--- src/rtl/fp_pkg.sv ---
// Shared constants, class encodings and FSM states for the FP unpack/align
// front end and the normalizer that consumes its aligned mantissas.
package fp_pkg;

    localparam int BIAS      = 127;
    localparam int MAX_SHIFT = 26;

    localparam int EXP_W     = 8;
    localparam int FRAC_W    = 23;
    localparam int MANT_W    = FRAC_W + 1;
    localparam int MANT_AL_W = MANT_W + 2;
    localparam int SHIFT_W   = 5;
    localparam int EXP_RES_W = 9;

    typedef enum logic [1:0] {
        CLS_ZERO = 2'b00,
        CLS_NORM = 2'b01,
        CLS_INF  = 2'b10,
        CLS_NAN  = 2'b11
    } class_e;

    typedef enum logic [1:0] {
        ST_IDLE  = 2'b00,
        ST_ALIGN = 2'b01,
        ST_DONE  = 2'b10
    } state_e;

endpackage

--- src/rtl/fp_unpack_align_if.sv ---
// Operand-pair handshake and unpacked/aligned result bundle.
interface fp_unpack_align_if;
    import fp_pkg::*;

    logic                  in_valid;
    logic                  in_ready;
    logic                  OP_input;
    logic [31:0]           A;
    logic [31:0]           B;
    logic                  out_valid;
    logic                  out_ready;
    logic                  Signo_a;
    logic                  Signo_b;
    logic                  Signo_mul;
    logic [EXP_W-1:0]      Exp_comun;
    logic [MANT_AL_W-1:0]  Mant_a_al;
    logic [MANT_AL_W-1:0]  Mant_b_al;
    logic [EXP_RES_W-1:0]  Exp_resul;
    logic [MANT_W-1:0]     Mant_a;
    logic [MANT_W-1:0]     Mant_b;
    logic [1:0]            Clase_a;
    logic [1:0]            Clase_b;
    logic                  Swap;

    modport master (
        output in_valid, OP_input, A, B, out_ready,
        input  in_ready, out_valid, Signo_a, Signo_b, Signo_mul, Exp_comun,
               Mant_a_al, Mant_b_al, Exp_resul, Mant_a, Mant_b,
               Clase_a, Clase_b, Swap
    );

    modport slave (
        input  in_valid, OP_input, A, B, out_ready,
        output in_ready, out_valid, Signo_a, Signo_b, Signo_mul, Exp_comun,
               Mant_a_al, Mant_b_al, Exp_resul, Mant_a, Mant_b,
               Clase_a, Clase_b, Swap
    );

endinterface

--- src/rtl/fp_field_split.sv ---
// Splits one single-precision word into sign/exponent/fraction and classifies
// it; denormals are flushed so their hidden bit and fraction read as zero.
module fp_field_split
    import fp_pkg::*;
(
    input  logic [31:0]       op_i,
    output logic              sign_o,
    output logic [EXP_W-1:0]  exp_o,
    output logic [FRAC_W-1:0] frac_o,
    output logic [MANT_W-1:0] mant_o,
    output class_e            class_o
);

    logic expZero;
    logic expOnes;
    logic rawFracZero;

    assign sign_o      = op_i[31];
    assign exp_o       = op_i[30:23];
    assign expZero     = (exp_o == '0);
    assign expOnes     = (exp_o == '1);
    assign rawFracZero = (op_i[22:0] == '0);
    assign frac_o      = expZero ? '0 : op_i[22:0];
    assign mant_o      = {~expZero, frac_o};

    always_comb begin
        class_o = CLS_NORM;
        if (expZero) begin
            class_o = CLS_ZERO;
        end else if (expOnes) begin
            class_o = rawFracZero ? CLS_INF : CLS_NAN;
        end
    end

endmodule

--- src/rtl/fp_unpack_align.sv ---
// Unpacks an operand pair and prepares it for add (exponent alignment with a
// sticky bit, one shift per cycle) or multiply (exponent sum, raw mantissas).
module fp_unpack_align
    import fp_pkg::*;
(
    input  logic             clk,
    input  logic             rst,
    fp_unpack_align_if.slave bus
);

    logic              signA, signB;
    logic [EXP_W-1:0]  expA, expB;
    logic [FRAC_W-1:0] fracA, fracB;
    logic [MANT_W-1:0] mantA, mantB;
    class_e            classA, classB;

    fp_field_split uSplitA (
        .op_i   (bus.A),
        .sign_o (signA),
        .exp_o  (expA),
        .frac_o (fracA),
        .mant_o (mantA),
        .class_o(classA)
    );

    fp_field_split uSplitB (
        .op_i   (bus.B),
        .sign_o (signB),
        .exp_o  (expB),
        .frac_o (fracB),
        .mant_o (mantB),
        .class_o(classB)
    );

    logic                 swap_d;
    logic [EXP_W-1:0]     expDiff;
    logic [SHIFT_W-1:0]   shift_d;
    logic [9:0]           expSum;
    logic                 anyZero;
    logic [EXP_RES_W-1:0] expResul_d;

    // Swap is only meaningful on the add path; a multiply keeps A in the "a" slot.
    assign swap_d     = ~bus.OP_input &
                        ((expB > expA) || ((expB == expA) && (fracB > fracA)));
    assign expDiff    = swap_d ? (expB - expA) : (expA - expB);
    assign shift_d    = bus.OP_input ? '0 :
                        (expDiff > 8'(MAX_SHIFT)) ? SHIFT_W'(MAX_SHIFT) : expDiff[SHIFT_W-1:0];
    assign expSum     = {2'b00, expA} + {2'b00, expB} - 10'(BIAS);
    assign anyZero    = (classA == CLS_ZERO) || (classB == CLS_ZERO);
    assign expResul_d = (anyZero || expSum[9]) ? '0 : expSum[EXP_RES_W-1:0];

    state_e               state_q;
    logic [SHIFT_W-1:0]   cnt_q;
    logic                 inReady_q, outValid_q;
    logic                 signoA_q, signoB_q, signoMul_q, swap_q;
    logic [EXP_W-1:0]     expComun_q;
    logic [MANT_AL_W-1:0] mantAAl_q, mantBAl_q;
    logic [EXP_RES_W-1:0] expResul_q;
    logic [MANT_W-1:0]    mantA_q, mantB_q;
    logic [1:0]           claseA_q, claseB_q;

    always_ff @(posedge clk or posedge rst) begin
        if (rst) begin
            state_q    <= ST_IDLE;
            cnt_q      <= '0;
            inReady_q  <= 1'b1;
            outValid_q <= 1'b0;
            signoA_q   <= 1'b0;
            signoB_q   <= 1'b0;
            signoMul_q <= 1'b0;
            swap_q     <= 1'b0;
            expComun_q <= '0;
            mantAAl_q  <= '0;
            mantBAl_q  <= '0;
            expResul_q <= '0;
            mantA_q    <= '0;
            mantB_q    <= '0;
            claseA_q   <= '0;
            claseB_q   <= '0;
        end else begin
            case (state_q)
                ST_IDLE: begin
                    if (bus.in_valid) begin
                        state_q    <= ST_ALIGN;
                        inReady_q  <= 1'b0;
                        cnt_q      <= shift_d;
                        swap_q     <= swap_d;
                        signoA_q   <= swap_d ? signB : signA;
                        signoB_q   <= swap_d ? signA : signB;
                        signoMul_q <= signA ^ signB;
                        expComun_q <= swap_d ? expB : expA;
                        mantAAl_q  <= swap_d ? {mantB, 2'b00} : {mantA, 2'b00};
                        mantBAl_q  <= swap_d ? {mantA, 2'b00} : {mantB, 2'b00};
                        expResul_q <= expResul_d;
                        mantA_q    <= anyZero ? '0 : mantA;
                        mantB_q    <= anyZero ? '0 : mantB;
                        claseA_q   <= classA;
                        claseB_q   <= classB;
                    end
                end
                ST_ALIGN: begin
                    if (cnt_q == '0) begin
                        state_q    <= ST_DONE;
                        outValid_q <= 1'b1;
                    end else begin
                        // Bit 0 accumulates everything that falls off the guard position.
                        mantBAl_q <= {1'b0, mantBAl_q[MANT_AL_W-1:2], mantBAl_q[1] | mantBAl_q[0]};
                        cnt_q     <= cnt_q - 5'd1;
                    end
                end
                ST_DONE: begin
                    if (bus.out_ready) begin
                        state_q    <= ST_IDLE;
                        outValid_q <= 1'b0;
                        inReady_q  <= 1'b1;
                    end
                end
                default: begin
                    state_q    <= ST_IDLE;
                    outValid_q <= 1'b0;
                    inReady_q  <= 1'b1;
                end
            endcase
        end
    end

    assign bus.in_ready  = inReady_q;
    assign bus.out_valid = outValid_q;
    assign bus.Signo_a   = signoA_q;
    assign bus.Signo_b   = signoB_q;
    assign bus.Signo_mul = signoMul_q;
    assign bus.Exp_comun = expComun_q;
    assign bus.Mant_a_al = mantAAl_q;
    assign bus.Mant_b_al = mantBAl_q;
    assign bus.Exp_resul = expResul_q;
    assign bus.Mant_a    = mantA_q;
    assign bus.Mant_b    = mantB_q;
    assign bus.Clase_a   = claseA_q;
    assign bus.Clase_b   = claseB_q;
    assign bus.Swap      = swap_q;

endmodule

--- src/flat_wrapper.sv ---
// flat-port wrapper written by rule: the top's interface ports become plain ports
module fp_unpack_align_flat import fp_pkg::*;
  (clk, rst, bus_in_valid, bus_OP_input, bus_A, bus_B, bus_out_ready, bus_in_ready, bus_out_valid, bus_Signo_a, bus_Signo_b, bus_Signo_mul, bus_Exp_comun, bus_Mant_a_al, bus_Mant_b_al, bus_Exp_resul, bus_Mant_a, bus_Mant_b, bus_Clase_a, bus_Clase_b, bus_Swap);
  fp_unpack_align_if bus_i ();
  input  logic clk;
  input  logic rst;
  input wire logic [$bits(bus_i.in_valid)-1:0] bus_in_valid;
  input wire logic [$bits(bus_i.OP_input)-1:0] bus_OP_input;
  input wire logic [$bits(bus_i.A)-1:0] bus_A;
  input wire logic [$bits(bus_i.B)-1:0] bus_B;
  input wire logic [$bits(bus_i.out_ready)-1:0] bus_out_ready;
  output wire logic [$bits(bus_i.in_ready)-1:0] bus_in_ready;
  output wire logic [$bits(bus_i.out_valid)-1:0] bus_out_valid;
  output wire logic [$bits(bus_i.Signo_a)-1:0] bus_Signo_a;
  output wire logic [$bits(bus_i.Signo_b)-1:0] bus_Signo_b;
  output wire logic [$bits(bus_i.Signo_mul)-1:0] bus_Signo_mul;
  output wire logic [$bits(bus_i.Exp_comun)-1:0] bus_Exp_comun;
  output wire logic [$bits(bus_i.Mant_a_al)-1:0] bus_Mant_a_al;
  output wire logic [$bits(bus_i.Mant_b_al)-1:0] bus_Mant_b_al;
  output wire logic [$bits(bus_i.Exp_resul)-1:0] bus_Exp_resul;
  output wire logic [$bits(bus_i.Mant_a)-1:0] bus_Mant_a;
  output wire logic [$bits(bus_i.Mant_b)-1:0] bus_Mant_b;
  output wire logic [$bits(bus_i.Clase_a)-1:0] bus_Clase_a;
  output wire logic [$bits(bus_i.Clase_b)-1:0] bus_Clase_b;
  output wire logic [$bits(bus_i.Swap)-1:0] bus_Swap;
  assign bus_i.in_valid = bus_in_valid;
  assign bus_i.OP_input = bus_OP_input;
  assign bus_i.A = bus_A;
  assign bus_i.B = bus_B;
  assign bus_i.out_ready = bus_out_ready;
  assign bus_in_ready = bus_i.in_ready;
  assign bus_out_valid = bus_i.out_valid;
  assign bus_Signo_a = bus_i.Signo_a;
  assign bus_Signo_b = bus_i.Signo_b;
  assign bus_Signo_mul = bus_i.Signo_mul;
  assign bus_Exp_comun = bus_i.Exp_comun;
  assign bus_Mant_a_al = bus_i.Mant_a_al;
  assign bus_Mant_b_al = bus_i.Mant_b_al;
  assign bus_Exp_resul = bus_i.Exp_resul;
  assign bus_Mant_a = bus_i.Mant_a;
  assign bus_Mant_b = bus_i.Mant_b;
  assign bus_Clase_a = bus_i.Clase_a;
  assign bus_Clase_b = bus_i.Clase_b;
  assign bus_Swap = bus_i.Swap;
  fp_unpack_align u_core (.clk(clk), .rst(rst), .bus(bus_i));
endmodule
--- config.mk ---
export PLATFORM = sky130hd
export DESIGN_NAME = fp_unpack_align_flat
export DESIGN_NICKNAME = d
export VERILOG_FILES = /design/src/rtl/fp_pkg.sv /design/src/rtl/fp_unpack_align_if.sv /design/src/rtl/fp_field_split.sv /design/src/rtl/fp_unpack_align.sv /design/src/flat_wrapper.sv
export SDC_FILE = /design/constraint.sdc
export NUM_CORES = 1
export LEC_CHECK = 0
export ABC_AREA = 1
export CAP_MARGIN = 20
export CORE_MARGIN = 10
export CORE_UTILIZATION = 46
export DETAILED_ROUTE_END_ITERATION = 6
export PLACE_DENSITY = 0.74
export SLEW_MARGIN = 20
export SYNTH_ARGS = -nofsm -noshare
export SYNTH_HDL_FRONTEND = slang
export SYNTH_SLANG_ARGS = --single-unit
--- constraint.sdc ---
create_clock -name clk -period 4.4 [get_ports clk]
set_input_delay 0.66 -clock clk [delete_from_list [all_inputs] [get_ports clk]]
set_output_delay 0.66 -clock clk [all_outputs]
set_load 0.02 [all_outputs]
After elaboration in Yosys (flattened, before gate mapping)
Index checks and enable logic that the tools add are counted.

storage, ports and cells
  output and inout port bits = 127
  bits of input ports = 69
  register bits after elaboration = 134

operators by class
  eq/ne operators = 9
  order comparisons = 3
  reductions and logical operators = 18
  bitwise logic cells = 8
  add/sub/neg operators = 5
  muxes and demuxes = 35

operators with widths
  cell                                                                             count
  26-bit two-way mux                                                               4
  26-bit one-hot mux with 2 select lines                                           1
  24-bit two-way mux                                                               2
  23-bit logical NOT                                                               2
  23-bit two-way mux                                                               2
  23-bit greater-than comparator                                                   1
  5-bit two-way mux                                                                4
  8-bit == test, second input constant                                             2
  8-bit logical NOT                                                                2
  8-bit two-way mux                                                                2
  8-bit subtractor                                                                 2
  2-bit two-way mux                                                                7
  3-bit AND reduction                                                              4
  5-bit one-hot mux with 2 select lines                                            1
  10-bit by 7-bit subtractor with 10-bit output, second input constant             1
  8-bit by 8-bit adder with 9-bit output                                           1
  9-bit two-way mux                                                                1
  8-bit == test                                                                    1
  8-bit by 5-bit greater-than comparator with 1-bit output, second input constant  1
  8-bit greater-than comparator                                                    1
  1-bit two-way mux                                                                8
  2-bit logical NOT                                                                3
  2-bit != test, second input constant                                             3
  1-bit one-hot mux with 3 select lines                                            2
  other kinds (14)                                                                 20

Depth between registers and ports, before layout
Gate-level depths: netlist of run 1.

  word-level depth = 12
  depth in mapped cells = 25

Cells and area by module
Synthesis of run 1 repeated with hierarchy kept, for this count alone.

unflattened totals
  cell total of the unflattened synthesis = 1,206
  area total of the unflattened synthesis = 8,851.0 um^2

modules (own cells, without submodules)
  module           instances  area an instance (um^2)  cells an instance
  fp_unpack_align  1          7,614.8                  962
  fp_field_split   2          618.1                    122

Worst setup path before layout of run 1
OpenSTA, ideal clock, no wires.

  path type = input-to-reg
  start = in bus_B[24]
  end = reg u_core.mantBAl_q[25] (netlist: u_core.bus.Mant_b_al[25])
  path slack = 1.028 ns
  arrival time = 3.242 ns
  buffers on the path = 4
  stages = 21
  path through = inv_1 -> nand4_1 -> nor2_1 -> clkbuf_1 -> clkbuf_1 -> nor2_1 -> ha_1 -> nand2_1 -> inv_1 -> nand2_1 -> nand2_1 -> a21oi_1 -> nand3_1 -> nand2_1 -> nand2_1 -> nand2_4 -> inv_4 -> buf_6 -> buf_4 -> o211ai_1 -> nand3_1

between the ends
  cells in the longest elaborated chain, start to end = 9
  elaborated cells on any way between the ends = 12
  classes of those cells = 2 x order compare; 1 x eq/ne; 4 x mux; 2 x bitwise; 3 x reduce/logical

ends and longest elaborated chain
  item                                      RTL line                text
  start, declared                           flat_wrapper.sv:10      input wire logic [$bits(bus_i.B)-1:0] bus_B;
  8-bit logical NOT                         fp_field_split.sv:20    assign expZero = (exp_o == '0);
  23-bit two-way mux                        fp_field_split.sv:23    assign frac_o = expZero ? '0 : op_i[22:0];
  23-bit greater-than comparator            fp_unpack_align.sv:44   ((expB > expA) || ((expB == expA) && (fracB > fracA)));
  1-bit logical AND                         fp_unpack_align.sv:44
  1-bit logical OR                          fp_unpack_align.sv:44
  1-bit bitwise AND                         fp_unpack_align.sv:43   assign swap_d = ~bus.OP_input &
  26-bit two-way mux *                      fp_unpack_align.sv:93   mantBAl_q <= swap_d ? {mantA, 2'b00} : {mantB, 2'b00};
  26-bit two-way mux *                      fp_unpack_align.sv:83   if (bus.in_valid) begin
  26-bit one-hot mux with 2 select lines *  fp_unpack_align.sv:81   case (state_q)
  end signal, assigned                      fp_unpack_align.sv:93
  end signal, assigned                      fp_unpack_align.sv:107  mantBAl_q <= {1'b0, mantBAl_q[MANT_AL_W-1:2], mantBAl_q[1] | mantBAl_q[0]};
  end, declared                             fp_unpack_align.sv:57   logic [MANT_AL_W-1:0] mantAAl_q, mantBAl_q;

Every way passes the cells marked *; elsewhere a longest branch is shown, timed or not. The select of a mux whose other input is x is not followed.
A chain may end at the register's enable or synchronous reset.

Final worst setup path of run 1
  start = in bus_A[28]
  end = reg u_core.mantAAl_q[25] (netlist: u_core.bus.Mant_a_al[25])

between the ends
  cells in the longest elaborated chain, start to end = 7
  elaborated cells on any way between the ends = 10
  classes of those cells = 2 x order compare; 1 x eq/ne; 2 x mux; 2 x bitwise; 3 x reduce/logical

ends and longest elaborated chain
  item                            RTL line               text
  start, declared                 flat_wrapper.sv:9      input wire logic [$bits(bus_i.A)-1:0] bus_A;
  8-bit logical NOT               fp_field_split.sv:20
  23-bit two-way mux              fp_field_split.sv:23
  23-bit greater-than comparator  fp_unpack_align.sv:44
  1-bit logical AND               fp_unpack_align.sv:44
  1-bit logical OR                fp_unpack_align.sv:44
  1-bit bitwise AND               fp_unpack_align.sv:43
  26-bit two-way mux *            fp_unpack_align.sv:92  mantAAl_q <= swap_d ? {mantB, 2'b00} : {mantA, 2'b00};
  end signal, assigned            fp_unpack_align.sv:92
  end, declared                   fp_unpack_align.sv:57

Every way passes the cells marked *; elsewhere a longest branch is shown, timed or not.

==> impl_metrics.json, run 1 <==
{
  "status": "complete, no violations",
  "synth_commonest_cells": "nand2_1, dfrtp_1, inv_1",
  "yosysMostFrequentCell": "nand2_1",
  "vdd_drop_max_v": 0.000370,
  "critPathMaxFanout": 41,
  "path_clk_slew_ns": 0.06,
  "detailed_place_hpwl_um": 20600,
  "relSlewSlack_pct": 46.2,
  "nets": 1339,
  "max_cap_violations": 0,
  "rr_startpoint": "u_core.state_q[1]$_DFFE_PP0P_",
  "ctsHoldBuffers": 0,
  "drt-vias-per-instance": 5.39,
  "nFillCells": 1480,
  "dr.pass1.iters": 5,
  "antenna_found_initial": 0,
  "p_sw_share_pct": 42.0,
  "syn_area_um2": 7940,
  "synth.distinct_cells": 46,
  "core_area_um2": 16800,
  "post_cts_buffers": 0,
  "yosys-top-cells-area": "dfrtp_1, nand2_1, ha_1",
  "port_buffers": 193,
  "power_frac_seq_pct": 29.7,
  "insertion_delay_ns": 0.43,
  "htree_levels": 4,
  "synth_ff_type": "dfrtp_1",
  "synthArstFlopShare_pct": 100,
  "grt.overflow.total": 0,
  "antenna_cells": 0,
  "synth.largest_area_cell": "dfrtp_1",
  "startpoint": "bus_A[28]",
  "tightest_slew_ns": 0.808,
  "hp-start": "u_core.bus.in_ready$_DFFE_PP1P_",
  "ctsResizeCount": 0,
  "r2r_cells": 8,
  "ys_ff_latch": 132,
  "skew_ns": 0.0107,
  "regArea_um2": 3300,
  "die_w_um": 151,
  "power.density_nw_per_um2": 677,
  "gp_congestion": 0.936,
  "ioPinCount": 196,
  "antenna_left": 0,
  "whs_path_depth": 2,
  "grt_start_max_net_pins": 88,
  "drcViolationCount": 0,
  "rows": 47,
  "grt_pass1_wl_um": 41800,
  "p_switching_mw": 3.04,
  "syn_area_per_cell_um2": 7.68,
  "r2r_end": "u_core.bus.Mant_b_al[18]$_DFFE_PP0P_",
  "hold_end": "u_core.bus.in_ready$_DFFE_PP1P_",
  "die_area_um2": 22900,
  "hold_violations": 0,
  "p_leak_nw": 5.12,
  "finalCriticalPeriod_ns": 4.00,
  "cts_buffer_depth": 2,
  "yosysSeqAreaShare_pct": 41.6,
  "first_global_vias": 7646,
  "initial_core_util_pct": 47.4,
  "cts-root-buf": "clkbuf_16",
  "cts_buffers": 17,
  "critPathArrivalTime_ns": 4.30,
  "ys_warn_count": 0,
  "rsz0062_at_grt": "no",
  "power_frac_comb_pct": 50.6,
  "fin_setup_tns_ns": 0,
  "synth_top_area_share_pct": 41.3,
  "path_class": "primary input to flip-flop",
  "cts_tree": "built",
  "internal_power_mw": 4.20,
  "drive_gt1_share_pct": 5.69,
  "slew_viol_final": 0,
  "cts.sinks": 132,
  "area_growth_pct": 34.8,
  "syn_inst": 1034,
  "cp-start-kind": "primary input",
  "vias": 7821,
  "place_ws_ns": 0.0372,
  "chipHeight_um": 151,
  "r2r_setup_slack_ns": 1.71,
  "grtUsageTotal_pct": 23.4,
  "setup_ws_ns": 0.405,
  "pwr-share-clk_pct": 19.8,
  "report.final.setup_viol": 0,
  "endpoint_kind": "flip-flop",
  "fmax_ghz": 0.250,
  "drtIter0Drc": 705,
  "multiInputGateArea_um2": 3950,
  "drt-total-wl_um": 27100,
  "critPathRequiredTime_ns": 4.71,
  "hold_class": "flip-flop to flip-flop",
  "wl_per_cell_um": 18.7,
  "fin_crit_sh_pct": 90.8,
  "synth_edf_count": 0
}
-- critical path, cell delays in order --
cell and delay (ns):
clkdlybuf4s50_1 0.56, inv_1 0.10, nand4_1 0.12, nor2_1 0.10, buf_4 0.19, nor2_1 0.18
inv_1 0.08, ha_1 0.30, nand2_1 0.08, nor2_1 0.21, nand2_1 0.11, nor2_1 0.11
nand2_1 0.06, nand3_1 0.07, nand2_1 0.07, nand2_1 0.18, nand2_4 0.21, inv_4 0.39
buf_4 0.26, nor2_1 0.07, o22ai_1 0.14, nand2_1 0.06
-- placed cells by master, fill, tap and decap left out, types with 2 or more instances in the layout --
cell type,synthesis,layout
dfrtp_1,131,131
clkinv_1,2,2
clkbuf_16,0,17
buf_4,7,22
clkdlybuf4s50_1,0,193
nor3_1,9,9
bufinv_16,0,2
o22ai_1,4,4
a32o_1,11,11
clkbuf_8,0,3
o221ai_1,2,2
a21o_1,3,3
nor2_2,0,2
inv_6,0,3
inv_1,114,113
o31ai_1,2,2
o21ai_0,105,105
xnor2_1,6,6
nor4_1,12,12
clkinvlp_4,0,4
o21bai_1,3,3
fa_1,3,3
a21oi_1,71,71
nand2_4,1,2
xor2_1,18,18
ha_1,49,49
o211ai_1,2,2
o21ai_1,55,55
nand3_1,26,26
nor2_1,96,94
conb_1,1,2
inv_2,3,3
nand2_1,225,224
clkinv_2,0,2
nand4_1,13,13
-- routing by layer --
metal	wire [µm]	part of all wire [%]	GRT usage (%)	up-vias
met5	0	0	0	-
met4	748	2.8	8.47	0
met3	1990	7.4	4.86	48
met2	13500	50	40.3	303
met1	10800	40	28.2	3694
li1	-	-	-	3776
-- worst max-delay path by stage --
stage | endpoint | slack [ns]
2_1_floorplan | u_core.bus.Clase_a[0]$_DFFE_PP0P_ | 0.22
4_1_cts | u_core.bus.Mant_a_al[25]$_DFFE_PP0P_ | 0.47
6_report | u_core.bus.Mant_a_al[25]$_DFFE_PP0P_ | 0.40
3_5_place_dp | u_core.bus.Mant_a_al[25]$_DFFE_PP0P_ | 0.04
5_1_grt | u_core.bus.Mant_b_al[9]$_DFFE_PP0P_ | 0.10
3_3_place_gp | u_core.bus.Mant_a_al[25]$_DFFE_PP0P_ | 0.14
-- registers in the layout, indices dropped and copies added (netlist names), 2 cells and up --
register / count
u_core.bus.Mant_b_al: 26
u_core.state_q: 2
u_core.bus.Mant_a: 24
u_core.bus.Clase_a: 2
u_core.cnt_q: 5
u_core.bus.Exp_resul: 9
u_core.bus.Mant_a_al: 24
u_core.bus.Mant_b: 24
u_core.bus.Clase_b: 2
u_core.bus.Exp_comun: 8
-- cell type report --
type                    count  area share (%)
inverters                 120            4.28
repair buffers            216            19.8
flip-flops and latches    132            30.9
well taps                 220            2.57
multi-input cells         731            36.9
clock buffers              20            4.36
clock inverters            11            1.18
-- kinds of logic (layout without fill, tap and decap cells) --
family                     after synthesis  count (layout)  synth area share (%)
xor gates and xnor gates                24              24                  2.65
DFF                                    132             132                  41.6
buffers and inverters                  172             367                  8.80
adders and majority gates               52              52                  8.48
other                                    1               2                0.0472
and+or+nand+nor                        389             389                  20.4
AOI/OAI and AO/OA                      264             264                  18.0
-- per-stage QoR --
stage | util (%) | hold slack (ns) | std cells | total power [mW] | instance area [µm²]
floorplan | - | 0.497 | 1035 | 4.12 | 7940
global placement | 60.3 | 0.456 | 1419 | 5.77 | 10100
detailed placement | 60.3 | 0.459 | 1419 | 5.83 | 10100
CTS | 63.8 | 0.468 | 1450 | 7.29 | 10700
global route | 63.8 | 0.502 | 1450 | 7.70 | 10700
finish | 63.8 | 0.464 | 1450 | 7.24 | 10700
-- power groups by stage --
stage | combinational [mW] | clock (mW) | sequential (mW)
after global routing | 3.98 | 1.51 | 2.22
after detailed placement | 3.67 | 0 | 2.16
after floorplan | 1.34 | 0 | 2.78
final | 3.66 | 1.43 | 2.15
after global placement | 3.62 | 0 | 2.15
after CTS | 3.69 | 1.45 | 2.15
Note: power is estimated with default switching activity, not from simulation.
==> run 2: changes to the inputs <==
Settings changed: PLACE_DENSITY 0.74 to 0.78, SKIP_LAST_GASP set to 1, TNS_END_PERCENT set to 20.
==> impl_metrics.json, run 2 (same netlist as run 1, synthesis figures left out) <==
{
  "cts_buffer_depth": 2,
  "rsz0062_at_grt": "no",
  "drive_gt1_share_pct": 5.76,
  "tightest_slew_ns": 0.799,
  "core_area_um2": 16800,
  "port_buffers": 193,
  "setup_ws_ns": 0.513,
  "grt_pass1_wl_um": 41900,
  "cp-start-kind": "primary input",
  "power_frac_comb_pct": 49.3,
  "antenna_left": 0,
  "critPathArrivalTime_ns": 4.23,
  "p_switching_mw": 3.03,
  "power.density_nw_per_um2": 687,
  "cts_buffers": 17,
  "skew_ns": 0.00783,
  "report.final.setup_viol": 0,
  "largest_reg_flops": 26,
  "dp.cells": 1421,
  "endpoint": "u_core.bus.Mant_b_al[18]$_DFFE_PP0P_",
  "internal_power_mw": 4.40,
  "power_frac_seq_pct": 29.0,
  "detailed_place_hpwl_um": 20300,
  "grt.overflow.total": 0,
  "pwr-share-clk_pct": 21.7,
  "post_cts_buffers": 0,
  "gp_congestion": 0.979,
  "rows": 47,
  "cts_tree": "built",
  "slew_viol_final": 0,
  "die_w_um": 151,
  "p_leak_nw": 5.18,
  "first_global_vias": 7690,
  "chipHeight_um": 151,
  "layout_commonest_cell": "nand2_1",
  "dr.pass1.iters": 5,
  "nets": 1341,
  "vdd_drop_max_v": 0.000314,
  "fin_cells": 1453,
  "area_growth_pct": 36.3,
  "antenna_found_initial": 0,
  "p_sw_share_pct": 40.7,
  "drtIter0Drc": 710,
  "critPathMaxFanout": 13,
  "fin_setup_tns_ns": 0,
  "vias": 7898,
  "relSlewSlack_pct": 46.7,
  "insertion_delay_ns": 0.43,
  "ctsResizeCount": 0,
  "rr_startpoint": "u_core.state_q[1]$_DFFE_PP0P_",
  "grt_start_max_net_pins": 60,
  "whs_path_depth": 2,
  "layout_common_cells": "nand2_1, clkdlybuf4s50_1, dfrtp_1, inv_1, o21ai_0",
  "r2r_end": "u_core.bus.Mant_a_al[18]$_DFFE_PP0P_",
  "antenna_cells": 0,
  "ioPinCount": 196,
  "r2r_setup_slack_ns": 2.24,
  "wl_per_cell_um": 18.5,
  "endpoint_kind": "flip-flop",
  "fin_crit_sh_pct": 88.3,
  "hold_violations": 0,
  "path_clk_slew_ns": 0.06,
  "drt-total-wl_um": 26800,
  "startpoint": "bus_A[27]",
  "initial_core_util_pct": 47.4,
  "r2r_cells": 7,
  "fmax_ghz": 0.257,
  "max_cap_violations": 0,
  "grtUsageTotal_pct": 23.3,
  "ctsHoldBuffers": 0,
  "finalCriticalPeriod_ns": 3.89,
  "drt-vias-per-instance": 5.44,
  "hold_class": "flip-flop to flip-flop",
  "cts-root-buf": "clkbuf_16",
  "htree_levels": 4,
  "die_area_um2": 22900,
  "cts.sinks": 132,
  "drcViolationCount": 0,
  "path_class": "primary input to flip-flop",
  "critPathRequiredTime_ns": 4.74,
  "place_ws_ns": 0.153,
  "status": "complete, no violations"
}
==> run 2: changes by cell type in the layout (fill, tap and decap cells not counted), sizes merged <==
| cell | previous run | this run |
|---|---|---|
| buf | 23 | 25 |
| bufinv | 2 | 6 |
| clkbuf | 20 | 19 |
| clkinv | 5 | 7 |
| inv | 120 | 118 |
| clkinvlp | 4 | 2 |
==> run 2: power groups by stage <==
| stage | sequential (mW) | combinational (mW) | clock (mW) |
|---|---|---|---|
| 3_5_place_dp | 2.16 | 3.65 | 0 |
| 2_1_floorplan | 2.78 | 1.34 | 0 |
| 4_1_cts | 2.15 | 3.69 | 1.63 |
| 5_1_grt | 2.21 | 3.99 | 1.68 |
| 6_report | 2.16 | 3.66 | 1.61 |
| 3_3_place_gp | 2.15 | 3.61 | 0 |
==> run 2: through the flow <==
| step | utilization, % | power, mW | area, µm² | hold slack (ns) |
|---|---|---|---|---|
| after floorplan | - | 4.12 | 7940 | 0.497 |
| after global placement | 60.6 | 5.76 | 10200 | 0.460 |
| after detailed placement | 60.6 | 5.82 | 10200 | 0.469 |
| after CTS | 64.6 | 7.47 | 10800 | 0.478 |
| after global routing | 64.6 | 7.88 | 10800 | 0.499 |
| final | 64.6 | 7.43 | 10800 | 0.473 |
==> run 2: worst min-delay path by stage <==
stage	slack, ns	to	start
finish	0.47	u_core.bus.in_ready$_DFFE_PP1P_	u_core.bus.in_ready$_DFFE_PP1P_
floorplan	0.50	u_core.bus.in_ready$_DFFE_PP1P_	u_core.bus.in_ready$_DFFE_PP1P_
detailed placement	0.47	u_core.bus.Clase_b[0]$_DFFE_PP0P_	u_core.bus.Clase_b[0]$_DFFE_PP0P_
global route	0.50	u_core.bus.in_ready$_DFFE_PP1P_	u_core.bus.in_ready$_DFFE_PP1P_
CTS	0.48	u_core.bus.in_ready$_DFFE_PP1P_	u_core.bus.in_ready$_DFFE_PP1P_
global placement	0.46	u_core.bus.in_ready$_DFFE_PP1P_	u_core.bus.in_ready$_DFFE_PP1P_
==> run 2: critical path, stage by stage <==
cell	delay (ns)
clkdlybuf4s50_1	0.55
inv_1	0.10
nand4_1	0.09
nor2_1	0.09
buf_4	0.19
nor2_1	0.16
inv_1	0.10
ha_1	0.30
nand2_1	0.07
nor2_1	0.20
nand2_1	0.10
nor2_1	0.11
nand2_1	0.06
nand3_1	0.07
nand2_1	0.07
nand2_1	0.17
nand2_4	0.16
buf_4	0.22
o21ai_0	0.50
o21ai_0	0.15
o21ai_0	0.09
==> run 2: layout make-up <==
cell class                      instances  area [µm²]
Tap cell                              220         275
Timing Repair Buffer                  218        2170
Multi-Input combinational cell        731        3950
Clock buffer                           19         433
Fill cell                            1414        5940
Clock inverter                         13         231
Sequential cell                       132        3300
Inverter                              120         455
==> run 2: per-layer routing <==
| metal | track usage [%] | part of all wire [%] |
|---|---|---|
| met4 | 8.52 | 3.1 |
| met5 | 0 | 0 |
| met1 | 27.4 | 39 |
| met2 | 40.3 | 49 |
| met3 | 5.55 | 8.2 |
==> run 3: changes to the inputs <==
Settings changed: HOLD_SLACK_MARGIN set to 0.05.
==> results of run 3 <==
The final DEF is identical to that of run 2; final timing and power are the same.
